[config.mk]
export PLATFORM = sky130hd
export DESIGN_NAME = pulse_stretcher
export DESIGN_NICKNAME = d
export VERILOG_FILES = /design/src/rtl/pulse_stretcher.sv
export SDC_FILE = /design/constraint.sdc
export NUM_CORES = 1
export LEC_CHECK = 0
export BUFFER_PORTS_ARGS = -buffer_cell sky130_fd_sc_hd__buf_2
export CAP_MARGIN = 40
export CORE_AREA = 2 2 39 41
export CTS_CLUSTER_DIAMETER = 50
export DETAILED_ROUTE_END_ITERATION = 10
export DIE_AREA = 0 0 41 43
export GPL_TIMING_DRIVEN = 0
export PLACE_DENSITY = 0.79
export SYNTH_ARGS = -nofsm -noshare
export SYNTH_HDL_FRONTEND = slang
export SYNTH_SLANG_ARGS = --single-unit
[constraint.sdc]
create_clock -name clk -period 2.8 [get_ports clk]
set_input_delay 0.84 -clock clk [delete_from_list [all_inputs] [get_ports clk]]
set_output_delay 0.84 -clock clk [all_outputs]
set_load 0.1 [all_outputs]
[src/rtl/pulse_stretcher.sv]
// Stretches single-cycle event pulses into fixed-length output levels. Events that
// arrive while a level is active are queued and replayed, each after a low gap.
module pulse_stretcher #(
    parameter int unsigned HOLD_CYCLES = 4,
    parameter int unsigned GAP_CYCLES  = 2,
    parameter int unsigned MAX_PENDING = 3,
    parameter int unsigned RETRIGGER   = 0,
    localparam int unsigned PW = $clog2(MAX_PENDING + 1)
) (
    input  logic          clk,
    input  logic          resetN,
    input  logic          pulse,
    input  logic          clear,
    output logic          level,
    output logic          busy,
    output logic [PW-1:0] pending,
    output logic          overflow
);

    localparam int unsigned CMAX = (HOLD_CYCLES > GAP_CYCLES) ? HOLD_CYCLES : GAP_CYCLES;
    localparam int unsigned CW   = (CMAX > 1) ? $clog2(CMAX) : 1;

    localparam logic [CW-1:0] HOLD_LOAD = CW'(HOLD_CYCLES - 1);
    localparam logic [CW-1:0] GAP_LOAD  = CW'(GAP_CYCLES - 1);
    localparam logic [PW-1:0] PEND_MAX  = PW'(MAX_PENDING);

    typedef enum logic [1:0] {
        IDLE = 2'd0,
        HOLD = 2'd1,
        GAP  = 2'd2
    } state_t;

    state_t          state_q;
    state_t          state_d;
    logic [CW-1:0]   cnt_q;
    logic [CW-1:0]   cnt_d;
    logic [PW-1:0]   pend_d;
    logic            ovf_d;
    logic            pend_full;
    logic [PW-1:0]   pend_inc;
    logic [PW-1:0]   pend_dec;

    assign pend_full = (pending == PEND_MAX);
    assign pend_inc  = PW'(pending + 1'b1);
    assign pend_dec  = (pending != '0) ? PW'(pending - 1'b1) : '0;

    // Next-state, shared counter and pending-queue update; clear overrides everything.
    always_comb begin
        state_d = state_q;
        cnt_d   = cnt_q;
        pend_d  = pending;
        ovf_d   = 1'b0;

        if (clear) begin
            state_d = IDLE;
            cnt_d   = '0;
            pend_d  = '0;
        end else begin
            case (state_q)
                IDLE: begin
                    pend_d = '0;
                    if (pulse) begin
                        state_d = HOLD;
                        cnt_d   = HOLD_LOAD;
                    end
                end

                HOLD: begin
                    if (pulse && (RETRIGGER != 0)) begin
                        cnt_d = HOLD_LOAD;
                    end else begin
                        if (pulse) begin
                            if (pend_full) ovf_d  = 1'b1;
                            else           pend_d = pend_inc;
                        end
                        // Queue decision sees an event captured on this same final cycle.
                        if (cnt_q == '0) begin
                            if (pend_d != '0) begin
                                state_d = GAP;
                                cnt_d   = GAP_LOAD;
                            end else begin
                                state_d = IDLE;
                            end
                        end else begin
                            cnt_d = CW'(cnt_q - 1'b1);
                        end
                    end
                end

                GAP: begin
                    if (cnt_q == '0) begin
                        state_d = HOLD;
                        cnt_d   = HOLD_LOAD;
                        // A coincident event replaces the one being consumed.
                        if (!pulse) pend_d = pend_dec;
                    end else begin
                        cnt_d = CW'(cnt_q - 1'b1);
                        if (pulse) begin
                            if (pend_full) ovf_d  = 1'b1;
                            else           pend_d = pend_inc;
                        end
                    end
                end

                default: begin
                    state_d = IDLE;
                    cnt_d   = '0;
                    pend_d  = '0;
                end
            endcase
        end
    end

    // State, counters and registered outputs.
    always_ff @(posedge clk or negedge resetN) begin
        if (!resetN) begin
            state_q  <= IDLE;
            cnt_q    <= '0;
            pending  <= '0;
            overflow <= 1'b0;
            level    <= 1'b0;
            busy     <= 1'b0;
        end else begin
            state_q  <= state_d;
            cnt_q    <= cnt_d;
            pending  <= pend_d;
            overflow <= ovf_d;
            level    <= (state_d == HOLD);
            busy     <= (state_d != IDLE);
        end
    end

endmodule

==> impl_results.md, run 1 <==
* RSZ-0062 raised after global routing: no
* Clock Pin Slew Worst Setup and Hold Paths at 70 ps
* PortBufs at 7
* Seq cells post-synth at 9
* Final Max Tran Viols at 0
* Total GRT Usage at 17.3%
* Crit-path leading delay family: flip-flops
* Critical path arrival at approximately 1300 ps
* Crit path kind: flop to output port
* Pre-CTS setup slack at 1010 ps
* Drt wl/cell at about 14 um
* Yosys warns at 0
* Worst Path Max Fanout at 9
* Area Growth Syn to Fin at 13.2%
* Setup Buffers After CTS at 0
* Fmax at around 0.48 GHz
* Clock share of power at 19.3%
* # fillers at about 130
* Share of layout cells above drive strength 1 at 26.0%
* CP max-delay cell: dfrtp_1
* Synth Cell Area at 626 sq um
* H-Tree Depth at 1
* Hold slack at 406 ps
* Post-CTS resize count at 0
* Synth top area share at between 30% and 40%
* Final setup viols at 0
* Tot Pwr at 0.000523 W
* WL final at between 1000 and 1500 um
* Most common library cell in the layout ignoring fill and taps: dfrtp_1
* Initial DRC Count at 29
* Grt ovf at 0
* Hold Fails Final Rpt at 0
* Setup crit end kind: output port
* CTS Hold Buffers Added at 0
* # nets final at 88
* Clock Path Buffers at 2
* Initial antenna violation count at 0
* Netlist cell types at 31
* Slowest cell delay on critical path at 500 ps
* Core area at 0.00138 sq mm
* Routed Antenna Nets at 0
* Buf+Inv Stages, Crit Path at 1
* Initial Util at 45.2%
* Die span in x at 41 um
* Clk_skew at 6.10 ps
* Power per cell area at approximately 740 mW/mm^2
* CTS tree: done
* Most frequent cells in the layout: 9 x dfrtp_1, 8 x buf_2, 6 x inv_1, 6 x nand2_1, 6 x ha_1
* Peak supply drop at 0.000291 V
* # rows at 14
* Worst Tran Pin Value at 491 ps
* Final setup TNS at 0 ps
* P_leak at 0.354 nW
* Outcome: finished, final reports clean
* First-pass GRT wire length at about 2100 um
* Synth top area cells: dfrtp_1 36%, ha_1 12%, inv_1 3.6%, nand2_1 3.6%, o311ai_2 2.6%
* Vias in the first global route at 476
* DIE HEIGHT at 43 um
* CP startpoint kind: flop
* Final Worst Setup Slack at 711 ps
* Post-synthesis sequential area ratio at 36.0%
* Num CTS Buffers at 3
* Largest net degree at the start of global routing at 11
* Min Tclk post-route at 2090 ps
* Max-cap viol count at 0
* Final period utilization at 74.6%
* Net Sw Power at between 0.0002 and 0.00025 W
* CP cell instances: buf_2
* Later-pin clock latency in the skew report at 260 ps
* HP Class: input port to async pin
* Switching Share at between 40 and 50%
* Yosys top cell by area: dfrtp_1
* Number of detailed-route iterations in the first pass at 4
* Clk root buf: clkbuf_4
* Mean cell area of the mapped netlist at 9.48 sq um
* Cell count after synthesis at between 60 and 70
* Net Count, Synth at between 70 and 80
* Comb pwr share at 48.8%
* Num ports at 9
* Sequential power share at between 30% and 40%
* Routability Congestion at a little under 0.9
* # DRC at 0
* DR vias at ~550
* Die area at 0.00176 sq mm
* Antenna diodes at 0
* HPWL Detailed at between 900 and 1000 um
* Clock sink count at 9
* Pint at 0.000289 W
* Worst endpoint required time at 1960 ps
* Routed vias/inst at around 6
* Worst reg2reg setup slack at 1190 ps
* Slew HR at 67.5%
-- synthesized netlist by cell type (all sizes together) --
| library cell | instances |
|---|---|
| and4bb | 1 |
| o32ai | 1 |
| a31oi | 2 |
| o21bai | 1 |
| a21oi | 3 |
| o211ai | 2 |
| nor2 | 2 |
| and2 | 2 |
| a211oi | 1 |
| o21a | 1 |
| and2b | 1 |
| nand2 | 6 |
| inv | 8 |
| nand4b | 1 |
| nor4 | 1 |
| ha | 6 |
| nand2b | 2 |
| nand3 | 2 |
| a22oi | 1 |
| o31ai | 2 |
| a21boi | 1 |
| o311ai | 1 |
| buf | 2 |
| nor4b | 1 |
| o21ai | 5 |
| nor3 | 1 |
| dfrtp | 9 |
-- flip-flops by register name (all words and copies together) (netlist names) --
name / cells
state_q: 2
busy: 1
level: 1
pending: 2
cnt_q: 2
overflow: 1
-- metrics by stage --
step                      instances  util (%)  instance area [sq um]
final                            93      51.2                    708
after global routing             93      51.2                    708
after CTS                        93      51.2                    708
after detailed placement         89      49.2                    681
after global placement           89      49.2                    681
after floorplan                  66         -                    626
-- area by class of cell --
| cell class | count | area, sq um | share of cell area, % |
|---|---|---|---|
| Buffer | 2 | 16.3 | 2.30 |
| Clock inverter | 1 | 5.00 | 0.707 |
| Clock buffer | 3 | 22.5 | 3.18 |
| Inverter | 8 | 30.0 | 4.24 |
| Sequential cell | 9 | 225 | 31.8 |
| Multi-Input combinational cell | 47 | 354 | 50.0 |
| Timing Repair Buffer | 7 | 35.0 | 4.95 |
| Tap cell | 16 | 20.0 | 2.83 |
-- power groups by stage --
stage / clock [W] / sequential, W / combinational, W
CTS: 0.0000995 / 0.000167 / 0.000256
finish: 0.000101 / 0.000167 / 0.000256
floorplan: 0 / 0.000223 / 0.000153
global route: 0.000106 / 0.000171 / 0.000282
detailed placement: 0 / 0.000168 / 0.000254
global placement: 0 / 0.000168 / 0.000248
-- per-layer routing --
| metal | global-route usage [%] | part of all wire [%] | up-vias |
|---|---|---|---|
| met5 | 0 | 0 | - |
| met4 | 6.00 | 2.1 | 0 |
| met3 | 3.14 | 5.6 | 4 |
| met2 | 24.1 | 48 | 25 |
| met1 | 25.8 | 44 | 260 |
| li1 | - | - | 260 |
-- final timing paths --
| path | from | cells after the start | to |
|---|---|---|---|
| max | pending[1]$_DFFE_PN0P_ | 1 | pending[1] |
| min | resetN | 1 | level$_DFF_PN0_ |
| max reg2reg | cnt_q[0]$_DFFE_PN0P_ | 7 | level$_DFF_PN0_ |
| max in group asynchronous | resetN | 1 | pending[1]$_DFFE_PN0P_ |
| min reg2reg | cnt_q[1]$_DFFE_PN0P_ | 2 | cnt_q[1]$_DFFE_PN0P_ |
| min in group clk | cnt_q[1]$_DFFE_PN0P_ | 2 | cnt_q[1]$_DFFE_PN0P_ |
-- cell families after synthesis --
kind of cell / synth area share (%)
compound gates: 25.0
fa+ha+maj: 12.0
buf+inv: 7.40
flops: 36.0
simple gates: 19.6
No activity file was read; power rests on OpenSTA's default activity.
==> inputs of run 2 (changes only) <==
- CORE_AREA: 2 2 39 41 -> unset
- CORE_MARGIN: unset -> 2
- CORE_UTILIZATION: unset -> 48
- DIE_AREA: 0 0 41 43 -> unset
- PLACE_DENSITY: 0.79 -> 0.82
- clock period: 2.8 -> 1.8 ns (I/O delays scaled with it)
==> run 2 against run 1 <==
Hold slack lost 290 ps. Clock power grew 54%. Sequential power grew 54%. Critical path type unchanged.
==> impl_results.md, run 2 (synthesis gave the netlist of run 1 again) <==
* Outcome: finished, final reports clean
* Vias in the first global route at 438
* Slew HR at 68.0%
* CP max-delay cell: dfrtp_1
* First-pass GRT wire length at 1870 um
* HPWL Detailed at 933 um
* Num ports at 9
* Crit-path leading delay family: flip-flops
* # rows at 13
* WL final at 1170 um
* Antenna diodes at 0
* Final setup viols at 0
* Fmax at 0.590 GHz
* Power per cell area at 1140 mW/mm^2
* Grt ovf at 0
* Worst endpoint required time at approximately 1300 ps
* # nets final at 88
* Initial Util at 50.0%
* Peak supply drop at 0.000422 V
* Routed Antenna Nets at 0
* Clk_skew at around 4.9 ps
* Routed vias/inst at 5.61
* Critical path arrival at 1160 ps
* Top flop regs: cnt_q (2), pending (2), state_q (2)
* Clock Path Buffers at 2
* Clk root buf: clkbuf_4
* Worst Tran Pin Value at 483 ps
* Worst Path Max Fanout at 9
* Most frequent cells in the layout: 9 x dfrtp_1, 6 x inv_1, 6 x buf_2, 6 x nand2_1, 6 x ha_1
* Slowest cell delay on critical path at 500 ps
* Later-pin clock latency in the skew report at 260 ps
* Initial DRC Count at 11
* Post-layout instance area at roughly 710 sq um
* Share of layout cells above drive strength 1 at 24.7%
* Crit path kind: flop to output port
* Num CTS Buffers at 3
* Final setup TNS at 0 ps
* Buf+Inv Stages, Crit Path at 1
* RSZ-0062 raised after global routing: no
* Setup crit end kind: output port
* DIE HEIGHT at 40.1 um
* Final period utilization at 94.2%
* Number of detailed-route iterations in the first pass at 4
* Clock Pin Slew Worst Setup and Hold Paths at 60 ps
* Post-Route Utilization at 56.7%
* Clock sink count at 9
* CP startpoint kind: flop
* Core area at 0.00125 sq mm
* Initial antenna violation count at 0
* PortBufs at 7
* P_leak at 0.350 nW
* CP cell instances: clkbuf_4
* Hold Fails Final Rpt at 0
* Drt wl/cell at approximately 13 um
* Most common library cell in the layout ignoring fill and taps: dfrtp_1
* Area post-placement at 679 sq um
* Routability Congestion at roughly 0.92
* HP Class: input port to async pin
* Largest net degree at the start of global routing at 11
* DR vias at 516
* Min Tclk post-route at 1700 ps
* H-Tree Depth at 1
* Area Growth Syn to Fin at 13.6%
* Max-cap viol count at 0
* # DRC at 0
* CTS tree: done
* Final Max Tran Viols at 0
* Total GRT Usage at 17.4%
* Die span in x at 40.1 um
* Die area at roughly 0.0016 sq mm
-- run 2: area by class of cell --
class | count | area (sq um)
fill | 114 | 542
multi-input combinational | 47 | 354
sequential | 9 | 225
timing repair buffer | 7 | 40.0
inverter | 8 | 30.0
clock buffer | 4 | 26.3
tap | 15 | 18.8
buffer | 2 | 16.3
-- run 2: where the power goes --
part / switching (W) / total [W] / internal (W)
clock network: 0.0000701 / 0.000156 / 0.0000854
registers: 0.0000233 / 0.000257 / 0.000234
logic: 0.000262 / 0.000395 / 0.000133
total: 0.000355 / 0.000808 / 0.000453
-- run 2: stage by stage --
step | total power (W) | hold WS (ps) | instances | setup slack (ps)
final | 0.000808 | 114 | 92 | 104
after global routing | 0.000861 | 124 | 92 | 67.8
after CTS | 0.000808 | 123 | 92 | 18.5
after floorplan | 0.000584 | 244 | 66 | 54.7
after global placement | 0.000644 | 396 | 88 | 281
after detailed placement | 0.000655 | 401 | 88 | 243
-- run 2: what timing repair did --
| item | in CTS | in global routing |
|---|---|---|
| endpoints found under the hold margin | 0 | 0 |
| endpoints found under the setup margin | 0 | 2 |
| gates resized for setup | 0 | 2 |
| hold buffers | 0 | 0 |
| buffers inserted | 0 | 0 |
-- run 2: metal layers --
metal	vias up	wire length (um)	global-route usage [%]
met5	-	0	0
met4	0	17	5.17
met3	3	68	3.33
met2	18	582	27.4
met1	237	499	23.9
li1	258	-	-
-- run 2: worst paths after layout --
path | startpoint | end | slack, ps | depth (start not counted)
worst min register to register | cnt_q[1]$_DFFE_PN0P_ | cnt_q[1]$_DFFE_PN0P_ | 560 | 2
worst min-delay path | resetN | cnt_q[1]$_DFFE_PN0P_ | 110 | 1
worst max-delay path | pending[1]$_DFFE_PN0P_ | pending[1] | 100 | 1
min in group clk | clear | cnt_q[1]$_DFFE_PN0P_ | 540 | 2
max in group asynchronous | resetN | cnt_q[0]$_DFFE_PN0P_ | 1510 | 1
worst max register to register | state_q[1]$_DFF_PN0_ | level$_DFF_PN0_ | 230 | 6
==> inputs of run 3 (changes only) <==
--- a/config.mk
+++ b/config.mk
@@ -6,12 +6,13 @@
 export NUM_CORES = 1
 export LEC_CHECK = 0
+export ABC_AREA = 1
 export BUFFER_PORTS_ARGS = -buffer_cell sky130_fd_sc_hd__buf_2
 export CAP_MARGIN = 40
-export CORE_MARGIN = 2
-export CORE_UTILIZATION = 48
+export CORE_AREA = 2 2 39 41
 export CTS_CLUSTER_DIAMETER = 50
 export DETAILED_ROUTE_END_ITERATION = 10
+export DIE_AREA = 0 0 41 43
 export GPL_TIMING_DRIVEN = 0
-export PLACE_DENSITY = 0.82
+export PLACE_DENSITY = 0.79
 export SYNTH_ARGS = -nofsm -noshare
 export SYNTH_HDL_FRONTEND = slang
==> constraint.sdc (replaced) <==
create_clock -name clk -period 1.8 [get_ports clk]
set_input_delay 0.18 -clock clk [delete_from_list [all_inputs] [get_ports clk]]
set_output_delay 0.18 -clock clk [all_outputs]
set_load 0.1 [all_outputs]
==> run 3 against run 2 <==
Total power decreased by 17%. Critical path depth grew 8. Register-to-register slack improved by 150 ps. Sequential cell count did not move. Critical path type is now flop to flop. Setup slack better by 270 ps. Largest power group unchanged.
==> impl_results.md, run 3 <==
* Outcome: finished, final reports clean
* Worst Tran Pin Value at 485 ps
* Synth top area share at 37.6%
* Netlist cell types at 13
* Min-delay src: clear
* Post-synth EDFFs at 0
* Cell mode on critical path: nand2_1
* Min Tclk post-route at 1420 ps
* Fmax at 0.702 GHz
* Worst Path Max Fanout at 7
* Initial Util at between 40% and 50%
* Clock sink count at 9
* Synthesized-area fraction occupied by adder cells at about an eighth
* Top flop regs: cnt_q (2), pending (2), state_q (2)
* Final Max Tran Viols at 0
* Metal-1 WL at 503 um
* Seq cells post-synth at 9
* Mean cell area of the mapped netlist at 6.97 sq um
* Share of layout cells above drive strength 1 at between 10% and 20%
* Tot Pwr at 0.000673 W
* Die area at 0.00176 sq mm
* Antenna diodes at 0
* Xor/xnor share of the synthesized area at 0%
* CP cell instances: inv_1 > ha_1 > nand2_1 > inv_1 > nand3_1 > nand2_1 > inv_1 > nand2_1 > nand2_1
* Synth async-reset ratio at 100%
* Yosys warns at 0
* RSZ-0062 raised after global routing: no
* CP startpoint kind: flop
* Initial antenna violation count at 0
* Core area at about 0.0014 sq mm
* Synth top area cells: dfrtp_1 38%, nand2_1 16%, ha_1 13%, inv_1 11%, nand3_1 8.4%
* Top routing layer used: met4
* Buf+Inv Stages, Crit Path at 3
* Clk root buf: clkbuf_4
* Routability Congestion at approximately 0.85
* Most common library cell in the layout ignoring fill and taps: nand2_1
* Post-synthesis sequential area ratio at 37.6%
* Setup Buffers After CTS at 0
* Most frequent cell after synthesis: nand2_1
* DIE HEIGHT at between 40 and 50 um
* Final period utilization at 79.1%
* Clock Pin Slew Worst Setup and Hold Paths at 50 ps
* CTS Hold Buffers Added at 1
* Initial DRC Count at 10
* Vias in the first global route at 512
* DR vias at 567
* CTS tree: done
* CP max-delay cell: dfrtp_1
* # nets final at 110
* # fillers at 129
* Peak supply drop at roughly 0.00064 V
* Main flop type after synthesis: dfrtp_1
* Most frequent cells in the layout: 25 x nand2_1, 17 x inv_1, 10 x nand3_1, 9 x dfrtp_1, 8 x buf_2
* HPWL Detailed at 962 um
* Grt ovf at 0
* First-pass GRT wire length at 2020 um
* HP Class: input port to flop
* Crit path kind: flop to flop
* Power per cell area at 968 mW/mm^2
* Clk_skew at 1.74 ps
* Critical path arrival at 1560 ps
* Routed Antenna Nets at 0
* Drt wl/cell at around 9.8 um
* Worst r2r src: cnt_q[0]$_DFFE_PN0P_
* Slowest cell delay on critical path at 390 ps
* Total GRT Usage at 17.2%
* Setup crit end kind: flop
* Slew HR at between 60% and 70%
* Crit-path leading delay family: simple AND/OR/NAND/NOR gates
* Net Count, Synth at 96
* Worst endpoint required time at 1930 ps
* Num CTS Buffers at 3
* WL final at 1130 um
* H-Tree Depth at 1
* Yosys top cell by area: dfrtp_1
* # rows at 14
* Clock Path Buffers at 2
* Die span in x at 41 um
* # DRC at 0
* Post-synthesis simple-gate area fraction at 29.0%
* Met3 wire length at 45 um
* Critical Path Start: cnt_q[0]$_DFFE_PN0P_
* Hold Fails Final Rpt at 0
* Number of detailed-route iterations in the first pass at 4
* Mux contribution to synthesized area at 0%
* Later-pin clock latency in the skew report at 250 ps
* Final setup viols at 0
* Max-cap viol count at 0
* Commonest cells post-synth: 25 x nand2_1, 17 x inv_1, 10 x nand3_1
* Final setup TNS at 0 ps
* Largest family of logic cells by synthesized area: simple AND/OR/NAND/NOR gates
* Post-CTS resize count at 0
* Area Growth Syn to Fin at 16.1%
* Synth Cell Area at 599 sq um
* PortBufs at 8
* Largest net degree at the start of global routing at 10
* Num ports at 9
* Routed vias/inst at 4.93
* Met2 wire length at 564 um
* Synth Area in Compound Gates at approximately 9.0%
* P_leak at 0.409 nW
* Cell count after synthesis at 86
[run 3: changes by cell type after synthesis, sizes merged, moves of 2 or more]
cell / before / now
nand2: 6 / 25
inv: 8 / 18
nand3: 2 / 10
o21ai: 5 / 10
nor2: 2 / 6
a21oi: 3 / 0
a31oi: 2 / 0
and2: 2 / 0
buf: 2 / 0
nand2b: 2 / 0
o211ai: 2 / 0
o31ai: 2 / 0
[run 3: cell families after synthesis]
kind of cell,after synthesis
AND/OR/NAND/NOR,42
AO/OA/AOI/OAI,10
flip-flops,9
adder cells (fa/ha/maj),6
buffers and inverters,19
[run 3: report_power, final]
| group | internal [W] | leakage [nW] | switching (W) | total [W] |
|---|---|---|---|---|
| sequential | 0.000231 | 0.119 | 0.0000199 | 0.000251 |
| combinational | 0.0000736 | 0.275 | 0.000206 | 0.000279 |
| clock | 0.0000846 | 0.0150 | 0.0000586 | 0.000143 |
| total | 0.000389 | 0.409 | 0.000284 | 0.000673 |
[run 3: final cells by class]
cell class / instances / area (sq um) / share of cell area, %
multi-input cells: 58 / 303 / 43.5
inverters: 19 / 71.3 / 10.3
clock buffers: 4 / 26.3 / 3.78
well taps: 16 / 20.0 / 2.88
flip-flops and latches: 9 / 225 / 32.4
repair buffers: 9 / 50.0 / 7.19
[run 3: path summary, 6_finish.rpt]
| path | slack [ps] | endpoint | cells past startpoint |
|---|---|---|---|
| setup reg to reg | 380 | pending[0]$_DFFE_PN0P_ | 9 |
| hold reg to reg | 530 | cnt_q[1]$_DFFE_PN0P_ | 2 |
| setup / recovery | 380 | pending[0]$_DFFE_PN0P_ | 9 |
| min in group asynchronous | 300 | busy$_DFF_PN0_ | 2 |
| hold / removal | 230 | overflow$_DFF_PN0_ | 4 |
| max in group asynchronous | 1330 | overflow$_DFF_PN0_ | 2 |
[run 3: per-stage QoR]
| stage | area (sq um) | hold WS (ps) | worst slack, ps | utilization, % | instances |
|---|---|---|---|---|---|
| finish | 696 | 231 | 376 | 50.3 | 115 |
| global route | 696 | 232 | 244 | 50.3 | 115 |
| CTS | 696 | 224 | 382 | 50.3 | 115 |
| detailed placement | 659 | 32.6 | 395 | 47.6 | 110 |
| global placement | 659 | 31.2 | 450 | 47.6 | 110 |
| floorplan | 599 | -116 | 273 | - | 86 |
[run 3: worst register-to-register path: cells and delay by family (launching register included)]
kind,cells,cell delay [ps]
adder cells (fa/ha/maj),1,280
buffers and inverters,3,200
AND/OR/NAND/NOR,5,440
flip-flops,1,390
[run 3: routing by layer]
| metal | global-route usage (%) | vias to the layer above |
|---|---|---|
| li1 | - | 295 |
| met1 | 21.2 | 257 |
| met2 | 25.6 | 13 |
| met3 | 3.14 | 2 |
| met4 | 12.0 | 0 |
| met5 | 0 | - |
